[src/rtl/muldiv_hilo_seq.sv]
// Iterative MULT/MULTU/DIV/DIVU sequencer that owns the HI/LO double-write port.
// A started op takes DATA_WIDTH CALC steps. WRITE then waits for a cycle in which the
// normal WB port is idle and writes {HI,LO} in that cycle.
module muldiv_hilo_seq #(
    parameter int unsigned DATA_WIDTH = 32,
    parameter int unsigned CNT_WIDTH  = 6
) (
    input  logic                      clk,
    input  logic                      rstn,
    input  logic                      start,
    input  logic [1:0]                op,
    input  logic [DATA_WIDTH-1:0]     src_a,
    input  logic [DATA_WIDTH-1:0]     src_b,
    input  logic                      cancel,
    input  logic                      wb_wen,
    output logic                      busy,
    output logic                      double_wen,
    output logic [2*DATA_WIDTH-1:0]   double_wdata
);

    localparam int unsigned DW = DATA_WIDTH;
    localparam int unsigned RW = 2 * DATA_WIDTH;

    typedef enum logic [1:0] {
        S_IDLE  = 2'd0,
        S_CALC  = 2'd1,
        S_WRITE = 2'd2
    } state_t;

    state_t               state;
    logic [CNT_WIDTH-1:0] cnt;
    logic                 is_div;
    logic                 neg_q;      // negate product (mult) or quotient (div)
    logic                 neg_r;      // negate remainder (div only)
    logic                 div_zero;
    logic [DW-1:0]        a_raw;      // original dividend, returned as HI on divide by zero
    logic [DW-1:0]        opnd;       // multiplicand magnitude or divisor magnitude
    logic [DW-1:0]        hi;         // product high half / partial remainder
    logic [DW-1:0]        lo;         // multiplier shifting out / dividend->quotient

    // Operand sign handling at issue
    logic          sgn_op;
    logic          a_neg;
    logic          b_neg;
    logic [DW-1:0] a_mag;
    logic [DW-1:0] b_mag;

    always_comb begin
        sgn_op = ~op[0];
        a_neg  = sgn_op & src_a[DW-1];
        b_neg  = sgn_op & src_b[DW-1];
        a_mag  = a_neg ? DW'(-src_a) : src_a;
        b_mag  = b_neg ? DW'(-src_b) : src_b;
    end

    // One shift-add or restoring-divide step
    logic [DW:0]   mul_sum;
    logic [DW:0]   rem_sh;
    logic [DW:0]   trial;
    logic [DW-1:0] hi_nx;
    logic [DW-1:0] lo_nx;

    always_comb begin
        mul_sum = {1'b0, hi} + (lo[0] ? {1'b0, opnd} : {(DW+1){1'b0}});
        rem_sh  = {hi, lo[DW-1]};
        trial   = rem_sh - {1'b0, opnd};
        hi_nx   = mul_sum[DW:1];
        lo_nx   = {mul_sum[0], lo[DW-1:1]};
        if (is_div) begin
            if (!trial[DW]) begin
                hi_nx = trial[DW-1:0];
                lo_nx = {lo[DW-2:0], 1'b1};
            end else begin
                hi_nx = rem_sh[DW-1:0];
                lo_nx = {lo[DW-2:0], 1'b0};
            end
        end
    end

    // Sign fix-up and divide-by-zero override applied on the final step
    logic [RW-1:0] fin;
    logic [DW-1:0] q_fix;
    logic [DW-1:0] r_fix;

    always_comb begin
        q_fix = neg_q ? DW'(-lo_nx) : lo_nx;
        r_fix = neg_r ? DW'(-hi_nx) : hi_nx;
        fin   = {hi_nx, lo_nx};
        if (is_div) begin
            if (div_zero) begin
                fin = {a_raw, {DW{1'b1}}};
            end else begin
                fin = {r_fix, q_fix};
            end
        end else if (neg_q) begin
            fin = RW'(-{hi_nx, lo_nx});
        end
    end

    // Strobe only when WB port is idle and the op is not being flushed
    assign double_wen = (state == S_WRITE) && !wb_wen && !cancel;

    // Sequencer state, datapath registers and registered outputs
    always_ff @(posedge clk or negedge rstn) begin
        if (!rstn) begin
            state        <= S_IDLE;
            cnt          <= '0;
            busy         <= 1'b0;
            double_wdata <= '0;
            is_div       <= 1'b0;
            neg_q        <= 1'b0;
            neg_r        <= 1'b0;
            div_zero     <= 1'b0;
            a_raw        <= '0;
            opnd         <= '0;
            hi           <= '0;
            lo           <= '0;
        end else begin
            case (state)
                S_IDLE: begin
                    if (start && !cancel) begin
                        state    <= S_CALC;
                        busy     <= 1'b1;
                        cnt      <= '0;
                        is_div   <= op[1];
                        neg_q    <= a_neg ^ b_neg;
                        neg_r    <= a_neg;
                        div_zero <= (src_b == '0);
                        a_raw    <= src_a;
                        hi       <= '0;
                        opnd     <= op[1] ? b_mag : a_mag;
                        lo       <= op[1] ? a_mag : b_mag;
                    end
                end
                S_CALC: begin
                    if (cancel) begin
                        state <= S_IDLE;
                        busy  <= 1'b0;
                        cnt   <= '0;
                    end else begin
                        hi <= hi_nx;
                        lo <= lo_nx;
                        if (cnt == CNT_WIDTH'(DW - 1)) begin
                            state        <= S_WRITE;
                            cnt          <= '0;
                            double_wdata <= fin;
                        end else begin
                            cnt <= cnt + CNT_WIDTH'(1);
                        end
                    end
                end
                S_WRITE: begin
                    if (cancel || !wb_wen) begin
                        state <= S_IDLE;
                        busy  <= 1'b0;
                    end
                end
                default: begin
                    state <= S_IDLE;
                    busy  <= 1'b0;
                    cnt   <= '0;
                end
            endcase
        end
    end

endmodule

[config.mk]
export PLATFORM = sky130hd
export DESIGN_NAME = muldiv_hilo_seq
export DESIGN_NICKNAME = d
export VERILOG_FILES = /design/src/rtl/muldiv_hilo_seq.sv
export SDC_FILE = /design/constraint.sdc
export NUM_CORES = 1
export LEC_CHECK = 0
export CORE_ASPECT_RATIO = 0.8
export CORE_MARGIN = 5
export CORE_UTILIZATION = 53
export CTS_CLUSTER_DIAMETER = 60
export DETAILED_ROUTE_END_ITERATION = 16
export PLACE_DENSITY = 0.73
export SLEW_MARGIN = 20
export SYNTH_ARGS = -nofsm -noshare
export SYNTH_HDL_FRONTEND = slang
export SYNTH_SLANG_ARGS = --single-unit
[constraint.sdc]
create_clock -name clk -period 6.1 [get_ports clk]
set_clock_uncertainty 0.1 [all_clocks]
set_input_delay 1.83 -clock clk [delete_from_list [all_inputs] [get_ports clk]]
set_output_delay 1.83 -clock clk [all_outputs]
set_load 0.05 [all_outputs]
==> key figures <==
Clocking
  • Clk Latency, worst-skew pair: 0.55 ns
  • Maximum buffer depth of the clock tree: 3
  • CTS Hold Bufs: 0
  • Root buffer cell: clkbuf_16
  • CTS sink cnt: 205
  • Post-CTS Setup Inserts: 0
  • CTS Buf Count: 24
  • CTS tree: yes
  • Resized cells post-CTS: 0
  • Worst-path clk slew: 0.07 ns
  • H-tree depth: 1

STA
  • Crit path time final: 5.74 ns
  • Fin. max-slew vios: 0
  • Slew margin rel.: 0.261
  • Setup violations, final: 0
  • Fin. Hold Viols: 0
  • Fmax achieved: 174 MHz
  • Setup repair after global routing missed its margin: no
  • Fin Setup TNS: 0 ns
  • Worst-Margin Slew: 1.11 ns
  • Period utilization: 0.941

Global route
  • Initial antenna violation count: 11
  • Vias in the first global route: 17.4k
  • First-pass GRT wire length: 110 mm
  • Largest net degree at the start of global routing: 112
  • GR Util All Layers: 0.375
  • Grt ovf: 0

Logic synthesis
  • Leading area contributor after synthesis: dfrtp_1
  • Post-synthesis sequential area ratio: 0.285
  • Synthesized cell area: 18000 um^2
  • Synth warn: 0
  • Mapped Cells: 2341
  • Synth top area share: 0.285
  • Mapped Nets: 2483
  • Main synth FF type: dfrtp_1
  • Post-synthesis cell type count: 84
  • Post-synth EDFFs: 0
  • Number of synthesized register bits: 205
  • Syn Area/Cell: 7.69 um^2
  • Synth area leaders: dfrtp_1, a21oi_1, o21ai_0
  • Asr flop ratio synth: 1.00

Critical path
  • CP max stage cell: o21a_1
  • Arrival @ worst endpoint: 6.11 ns
  • Worst R2R Path Depth: 17
  • Crit path required time: 6.47 ns
  • Setup crit end kind: flop
  • CP startpoint kind: flop
  • WS Path Type: flop to flop
  • Worst Setup SP: opnd[18]
  • Cells along the critical path: inv_1 -> ha_1 -> nand4_1 -> nor2_1 -> nand3_1 -> a211oi_2 -> o21a_1 -> nor4_1 -> nor3_2 -> ha_1 -> and4_1 -> nand3_1 -> nand2_1 -> xor2_1 -> a22oi_1 -> buf_4 -> a31oi_1
  • Crit path max fanout: 10
  • Reg-to-Reg Start: opnd[18]
  • Max incr delay on CP: 0.49 ns

Route
  • Post-DRT Antenna Nets: 0
  • TritonRoute pass-1 iters: 7
  • Residual DRC: 0
  • Via-per-instance ratio: 6.69
  • Post-Route WL: 73.5 mm
  • Initial drt markers: 2745
  • Vias: 19.4k
  • Wire per inst: 25.4 um

Run
  • Max-Cap Viols: 0

Hold path
  • Worst hold path type: flop to flop
  • HP Start: double_wdata[33]
  • Hold Path Depth: 2

Layout
  • Layout Cells excl Fill: 2897
  • Most frequent cells in the layout: nand2_1, a21oi_1, nor2_1
  • # fillers: 3021
  • Final layout net count: 2584
  • Commonest non-fill, non-tap cell in the layout: nand2_1
  • Layout area overhead: 15.7%
  • Share of cells above drive strength 1: 0.0829
  • Area of the multi-input gates: 12100 um^2
  • Register area: 5130 um^2

Power
  • VDD IR max: 0.295 mV
  • Static leakage: 0.00851 uW
  • Pwr Density: 450 nW/um^2

Die
  • Initial Utilization: 0.536
  • Die H: 175 um
  • Core area: 33600 um^2
  • Full die area: 37800 um^2
  • Die width: 216 um
  • Std-Cell Rows: 60
  • I/O pin count: 137

Outcome
  • Status: finished, final reports clean

Place
  • Final GP Congestion: 1.04
  • I/O Buffers: 136
  • # placed instances: 2850
  • Post-detail-place hpwl: 57.5 mm
worst max-delay path: cells and delay by family (launching register included):
family	cells	cell delay, ns
simple gates	8	2.37
flops	1	0.48
xor+xnor	1	0.35
compound gates	4	1.21
fa+ha+maj	2	0.88
buf+inv	2	0.24
per-stage QoR:
step                      worst slack, ns  hold slack [ns]  instance area (um^2)  utilization  total power, uW
after global placement              0.484            0.361                 20000        0.596             7500
final                               0.361            0.381                 20800        0.620             9370
after detailed placement            0.486            0.377                 20000        0.596             7560
after global routing                0.202            0.416                 20800        0.620             9830
after CTS                           0.673            0.391                 20800        0.620             9090
after floorplan                     0.785            0.346                 18000            -             5590
power breakdown:
group | switching [uW] | internal, uW
clock | 654 | 866
combinational | 3820 | 2120
sequential | 332 | 1580
total | 4800 | 4570
state kept, by name, summed over array words and instances, names as in the netlist:
name          flops
neg_q             1
hi               32
is_div            1
state             2
lo               32
double_wdata     64
opnd             32
busy              1
cnt               6
a_raw            32
div_zero          1
neg_r             1
worst paths after layout:
path	slack, ns	to
min in group asynchronous	1.19	hi[26]
max	0.36	double_wdata[42]
max reg2reg	0.36	double_wdata[42]
max in group asynchronous	3.62	double_wdata[26]
min	0.38	double_wdata[33]
min reg2reg	0.38	double_wdata[33]
cells in the mapped netlist, types with 6 or more instances:
cell type  count
nand2_1      257
a21oi_1      230
nor2_1       229
o21ai_0      223
dfrtp_1      205
clkbuf_1     118
xnor2_1      112
ha_1          69
inv_1         69
xor2_1        65
nor3_1        50
and2_1        49
nand3_1       46
mux2i_1       43
o31ai_1       41
mux2_2        38
o211ai_1      34
nand4_1       31
a31oi_1       25
or3_1         25
a211oi_1      24
nand2b_1      24
nor2b_1       21
o21a_1        21
nor4_1        20
a21o_1        19
and3_1        16
o41ai_1       14
or4_1         14
buf_2         13
a22o_1        12
buf_1         12
nor3b_1       11
o2111ai_1     10
a22oi_1        9
nand3b_1       9
o221ai_1       8
or2_2          8
o22a_1         7
o22ai_1        6
logic make-up after synthesis:
kind of cell               share of synthesized area
xor gates and xnor gates                      0.0861
and+or+nand+nor                                0.225
AOI/OAI and AO/OA                              0.260
DFF                                            0.285
buffers and inverters                         0.0455
adders and majority gates                     0.0502
muxes                                         0.0477
cell type report:
class / instances / area share
Antenna cell: 3 / 0.000361
Clock buffer: 28 / 0.0315
Clock inverter: 16 / 0.00739
Inverter: 69 / 0.0124
Multi-Input combinational cell: 1923 / 0.580
Sequential cell: 205 / 0.247
Tap cell: 434 / 0.0261
Timing Repair Buffer: 219 / 0.0958
routing by layer:
layer / track usage / up-vias / share of wire
met5: 0 / - / 0.00058
met4: 0.121 / 10 / 0.043
met1: 0.558 / 9232 / 0.43
li1: - / 8697 / -
met3: 0.131 / 218 / 0.14
met2: 0.504 / 1237 / 0.39
Power figures use the tool's default switching activity.
